[config.mk]
export PLATFORM = sky130hd
export DESIGN_NAME = hazard2_soc
export DESIGN_NICKNAME = d
export VERILOG_FILES = /design/src/rtl/hazard2_soc.sv
export SDC_FILE = /design/constraint.sdc
export NUM_CORES = 1
export LEC_CHECK = 0
export ABC_AREA = 0
export CAP_MARGIN = 20
export CORE_ASPECT_RATIO = 1.1
export CORE_UTILIZATION = 46
export CTS_CLUSTER_DIAMETER = 60
export DETAILED_ROUTE_END_ITERATION = 12
export PLACE_DENSITY = 0.82
export SYNTH_ARGS = -nofsm -noshare
export SYNTH_HDL_FRONTEND = slang
export SYNTH_SLANG_ARGS = --single-unit
[constraint.sdc]
create_clock -name HCLK -period 6.8 [get_ports HCLK]
set_input_delay 1.7 -clock HCLK [delete_from_list [all_inputs] [get_ports HCLK]]
set_output_delay 1.7 -clock HCLK [all_outputs]
set_load 0.02 [all_outputs]
[src/rtl/hazard2_soc.sv]
// Minimal GPIO-adder SoC: a hardwired sequencer configures A/B as inputs, C as output, then loops C = A + B.
// Optional input synchronizers on A/B are enabled by defining GPIO_INPUT_SYNC_EN.
module hazard2_soc #(
    parameter int WIDTH    = 32,
    parameter int LOOP_GAP = 0
) (
    input  logic             HCLK,
    input  logic             HRESET,
    output logic [WIDTH-1:0] GPIO_OUT_A,
    output logic [WIDTH-1:0] GPIO_OE_A,
    input  logic [WIDTH-1:0] GPIO_IN_A,
    output logic [WIDTH-1:0] GPIO_OUT_B,
    output logic [WIDTH-1:0] GPIO_OE_B,
    input  logic [WIDTH-1:0] GPIO_IN_B,
    output logic [WIDTH-1:0] GPIO_OUT_C,
    output logic [WIDTH-1:0] GPIO_OE_C,
    input  logic [WIDTH-1:0] GPIO_IN_C
);

    localparam logic [2:0] ST_CONFIG  = 3'd0;
    localparam logic [2:0] ST_READ_A  = 3'd1;
    localparam logic [2:0] ST_READ_B  = 3'd2;
    localparam logic [2:0] ST_ADD     = 3'd3;
    localparam logic [2:0] ST_WRITE_C = 3'd4;
    localparam logic [2:0] ST_GAP     = 3'd5;

    localparam logic [7:0] GAP_LAST = 8'((LOOP_GAP > 0) ? (LOOP_GAP - 1) : 0);

    logic [2:0]       state;
    logic [7:0]       gap_cnt;
    logic [WIDTH-1:0] ra;
    logic [WIDTH-1:0] rb;
    logic [WIDTH-1:0] sum;
    logic [WIDTH-1:0] sample_a;
    logic [WIDTH-1:0] sample_b;

    // Port C pad input is readback-only; the sequencer never looks at it.
    logic unused_in_c;
    assign unused_in_c = ^GPIO_IN_C;

    assign GPIO_OUT_A = '0;
    assign GPIO_OUT_B = '0;

    function automatic logic [WIDTH-1:0] add_wrap(input logic [WIDTH-1:0] x, input logic [WIDTH-1:0] y);
        return x + y;
    endfunction

`ifdef GPIO_INPUT_SYNC_EN
    logic [WIDTH-1:0] sync_a_p0, sync_a_p1;
    logic [WIDTH-1:0] sync_b_p0, sync_b_p1;

    // Two-flop synchronizer stages for the asynchronous pad inputs
    always_ff @(posedge HCLK or posedge HRESET) begin
        if (HRESET) begin
            sync_a_p0 <= '0;
            sync_a_p1 <= '0;
            sync_b_p0 <= '0;
            sync_b_p1 <= '0;
        end else begin
            sync_a_p0 <= GPIO_IN_A;
            sync_a_p1 <= sync_a_p0;
            sync_b_p0 <= GPIO_IN_B;
            sync_b_p1 <= sync_b_p0;
        end
    end

    assign sample_a = sync_a_p1;
    assign sample_b = sync_b_p1;
`else
    assign sample_a = GPIO_IN_A;
    assign sample_b = GPIO_IN_B;
`endif

    always_ff @(posedge HCLK or posedge HRESET) begin
        if (HRESET) begin
            state      <= ST_CONFIG;
            gap_cnt    <= '0;
            ra         <= '0;
            rb         <= '0;
            sum        <= '0;
            GPIO_OUT_C <= '0;
            GPIO_OE_A  <= '0;
            GPIO_OE_B  <= '0;
            GPIO_OE_C  <= '0;
        end else begin
            case (state)
                ST_CONFIG: begin
                    GPIO_OE_A <= '0;
                    GPIO_OE_B <= '0;
                    GPIO_OE_C <= '1;
                    state     <= ST_READ_A;
                end
                ST_READ_A: begin
                    ra    <= sample_a;
                    state <= ST_READ_B;
                end
                ST_READ_B: begin
                    rb    <= sample_b;
                    state <= ST_ADD;
                end
                ST_ADD: begin
                    sum   <= add_wrap(ra, rb);
                    state <= ST_WRITE_C;
                end
                ST_WRITE_C: begin
                    GPIO_OUT_C <= sum;
                    gap_cnt    <= '0;
                    state      <= (LOOP_GAP > 0) ? ST_GAP : ST_READ_A;
                end
                ST_GAP: begin
                    // Occupies exactly LOOP_GAP edges before the next READ_A
                    if (gap_cnt == GAP_LAST) begin
                        gap_cnt <= '0;
                        state   <= ST_READ_A;
                    end else begin
                        gap_cnt <= gap_cnt + 8'd1;
                    end
                end
                default: state <= ST_CONFIG;
            endcase
        end
    end

endmodule

==> implementation parameters <==
Parameter                              Value

Status
  Status    completed

Synth
  Dominant cell by count in the synthesized netlist    sky130_fd_sc_hd__buf_4
  Share of Yosys cell area claimed by the top area cell type    roughly 43%
  Largest cells by area after synthesis    sky130_fd_sc_hd__dfrtp_1 43%, sky130_fd_sc_hd__buf_4 15%, sky130_fd_sc_hd__mux2_2 13%
  Top FF cell, synth    sky130_fd_sc_hd__dfrtp_1
  Mean instance size in the synthesized netlist    10.4 um2
  Count of state elements after synthesis    140
  EDFF count, synth    0
  Synth area leader    sky130_fd_sc_hd__dfrtp_1
  Cells after synthesis    788
  Cell area after synthesis    0.00823 mm2
  Top cell types by occurrence after synthesis    159 x sky130_fd_sc_hd__buf_4, 140 x sky130_fd_sc_hd__dfrtp_1, 98 x sky130_fd_sc_hd__mux2_2
  Fraction of synthesis flops using an asynchronous set or reset pin    100%
  Proportion of synthesized chip area in sequential cells    42.6%
  Yosys warning count    0
  Library cells used by synthesis    58

Clock network
  Clk sink count    between 100 and 150
  Post-cts repair resize count    0
  Clock root buffer master    sky130_fd_sc_hd__clkbuf_16
  Number of levels the H-tree was split into    4
  Number of clock buffers inserted by TritonCTS    17
  Insertion delay of the later-clocked pin in the worst-skew pair    0.42 ns
  Buffer levels on the longest clock path    2
  Clock input transition at the sequential cells of the worst setup and hold paths    0.06 ns
  Clock tree from TritonCTS    built
  Number of buffers inserted for hold repair after clock tree synthesis    0
  Setup fix buffers added after clock tree synthesis    0

Cells and area
  Layout cells sized above 1    16.5%
  Utilization of the core after routing    55.5%
  Number of nets in the finished design    1006
  Final design instance area without fill    0.00958 mm2
  Number of inserted filler cells in the final layout    1427
  Antenna cells    0
  Growth of design area from synthesis to finish    16.4%

Timing
  Final setup violation count    0
  Peak Freq    265 MHz
  Final Max Slew Viols    0
  PnR worst setup slack    3.03 ns
  Final period util    between 50% and 60%
  Final-report hold violation count    0
  Tightest Pin Transition    0.893 ns
  Skew final    0.0168 ns
  Accumulated negative setup slack    0 ns
  Slew HR    40.5%
  Setup repair after global routing missed its margin    false
  Minimum clock period after layout    3.77 ns

Worst setup path
  Total buffers and inverters traversed by the critical path    1
  Biggest fanout along the worst timing path    33
  Kind of launch point of the worst setup path    register
  Worst setup slack for register-to-register paths    slightly below 4 ns
  Data required time at the worst endpoint    roughly 5.1 ns
  Destination of the worst register-to-register timing path    sum[30]
  Endpoint kind of the worst setup timing path    primary output
  Slowest CP cell    sky130_fd_sc_hd__dfrtp_1
  Arrival time of data at the critical path endpoint    ~2.1 ns
  Cell depth of the worst flop-to-flop path    9
  Kind of critical path    register to primary output
  Source of the worst register-to-register timing path    ra[0]
  CP cell instances    clkdlybuf4s50_1
  Delay of the slowest cell on the worst path    roughly 0.89 ns
  Largest delay share family, worst path    flip-flops

GRT
  Antenna violations before repair    0
  Maximum number of pins on one net before global-route repair    around 100
  Total Routing Usage GR    a little under a fifth
  Global-route wire length before repair    26400 um
  Global route overflow    0
  Vias in the first global route    5345

Detailed routing
  Drt first pass iters    5
  Count of vias placed by the detailed router    5674
  Post-DR wirelength/cell    14.8 um
  Via count normalized by instance count    5.06
  Drc violations    0
  Final ANT Viol Nets    0
  Number of design-rule violations left by the first detailed-router iteration    296
  Overall routed net length    16600 um

Power and ir drop
  Power density of the placed cells    about 250 mW/mm2
  Total leakage power    4.25 nW
  Largest voltage drop on the vdd net    0.167 mV

Min path
  Endpoint, Worst Hold    sum[16]
  Number of instances on the worst hold path    2
  Hold Startpoint    sum[16]
  Path class of the lowest-slack min-delay path    register to register

Place
  Number of port buffers    129
  Area after DPL    roughly 0.009 mm2
  Setup slack at placement    3.38 ns
  DP Wirelength    12000 um
  RePlAce Congestion    0.848

Floorplan
  Die W    130 um
  Area of the die    0.0184 mm2
  I/O pin cnt    290
  Initial Util    47.7%
  Die boundary height    142 um
  Placeable Area    between 0.015 and 0.02 mm2
  Std-Cell Rows    50

Job
  Count of max-cap constraint violations    0
==> state kept, by name, summed over array words and instances (netlist names) <==
name and count:
GPIO_OE_C 1, GPIO_OUT_C 32, gap_cnt 8, ra 32
rb 32, state 3, sum 32
==> layer usage <==
metal / GRT usage (%) / share of wire, % / vias up
met5: 0 / 0 / -
met4: 8.26 / 2.7 / 0
met3: 3.12 / 5.0 / 36
met2: 33.2 / 54 / 237
met1: 21.5 / 39 / 2754
li1: - / - / 2647
==> power by group <==
group | internal [W] | switching, W | leakage [nW]
combinational | 0.000218 | 0.000288 | 2.34
sequential | 0.000931 | 0.0000618 | 1.65
clock | 0.000478 | 0.000384 | 0.261
total | 0.00163 | 0.000734 | 4.25
==> cell families (layout without fill, tap and decap cells) <==
family	count (synthesis)	count (layout)	synth area share, %
AO/OA/AOI/OAI	135	135	10.6
XOR/XNOR	25	25	2.66
adder cells (fa/ha/maj)	34	34	5.26
buffers and inverters	206	178	16.7
flip-flops	140	140	42.6
multiplexers	101	101	13.8
other	1	128	0.0456
AND/OR/NAND/NOR	146	146	8.32
==> area by class of cell <==
cell class              count  area, um2  area share (%)
well taps                 234        293            3.06
multi-input cells         569       3840            40.1
inverters                  11       46.3           0.483
repair buffers            135       1340            13.9
flip-flops and latches    140       3500            36.6
clock buffers              17        425            4.44
clock inverters            15        131            1.37
==> how the worst max path moves through the flow <==
stage	endpoint	depth (start not counted)	start	slack (ns)
5_1_grt	GPIO_OE_C[19]	1	GPIO_OE_C[0]	2.86
3_5_place_dp	GPIO_OE_C[30]	1	GPIO_OE_C[0]	3.38
4_1_cts	GPIO_OE_C[30]	1	GPIO_OE_C[0]	2.93
3_3_place_gp	rb[24]	3	HRESET	3.40
6_report	GPIO_OE_C[19]	1	GPIO_OE_C[0]	3.03
2_1_floorplan	GPIO_OE_C[0]	1	HRESET	1.35
==> cell usage in the layout (no fill, tap or decap), drive strengths merged, types with 3 or more instances in the layout <==
cell type      synthesis  routed
ha                    33      33
clkbuf                30      17
mux2i                  3       3
clkinv                 0       4
nor2                  26      26
a21o                  13      13
clkdlybuf4s50          0     129
o31a                   3       3
nand4                 16      16
xnor2                 11      11
nand3                 10      10
buf                  165       6
dfrtp                140     140
clkinvlp               0       4
a211oi                 3       3
mux2                  98      98
o211ai                 3       3
a41oi                  4       4
o2111ai                3       3
o21ai                 49      49
o21a                   4       4
o21bai                 5       5
or4                    4       4
xor2                  14      14
a21oi                 31      31
nand2b                 3       3
conb                   1     128
nand2                 62      62
inv                   11      18
nor3                  10      10
==> per-stage QoR <==
stage | std cells | hold WS [ns] | total power, W
final | 1121 | 0.476 | 0.00236
after global routing | 1121 | 0.501 | 0.00246
after CTS | 1121 | 0.478 | 0.00237
after detailed placement | 1089 | 0.465 | 0.00151
after global placement | 1089 | 0.453 | 0.00149
after floorplan | 915 | 0.440 | 0.00137
(Power assumes the default switching activity.)
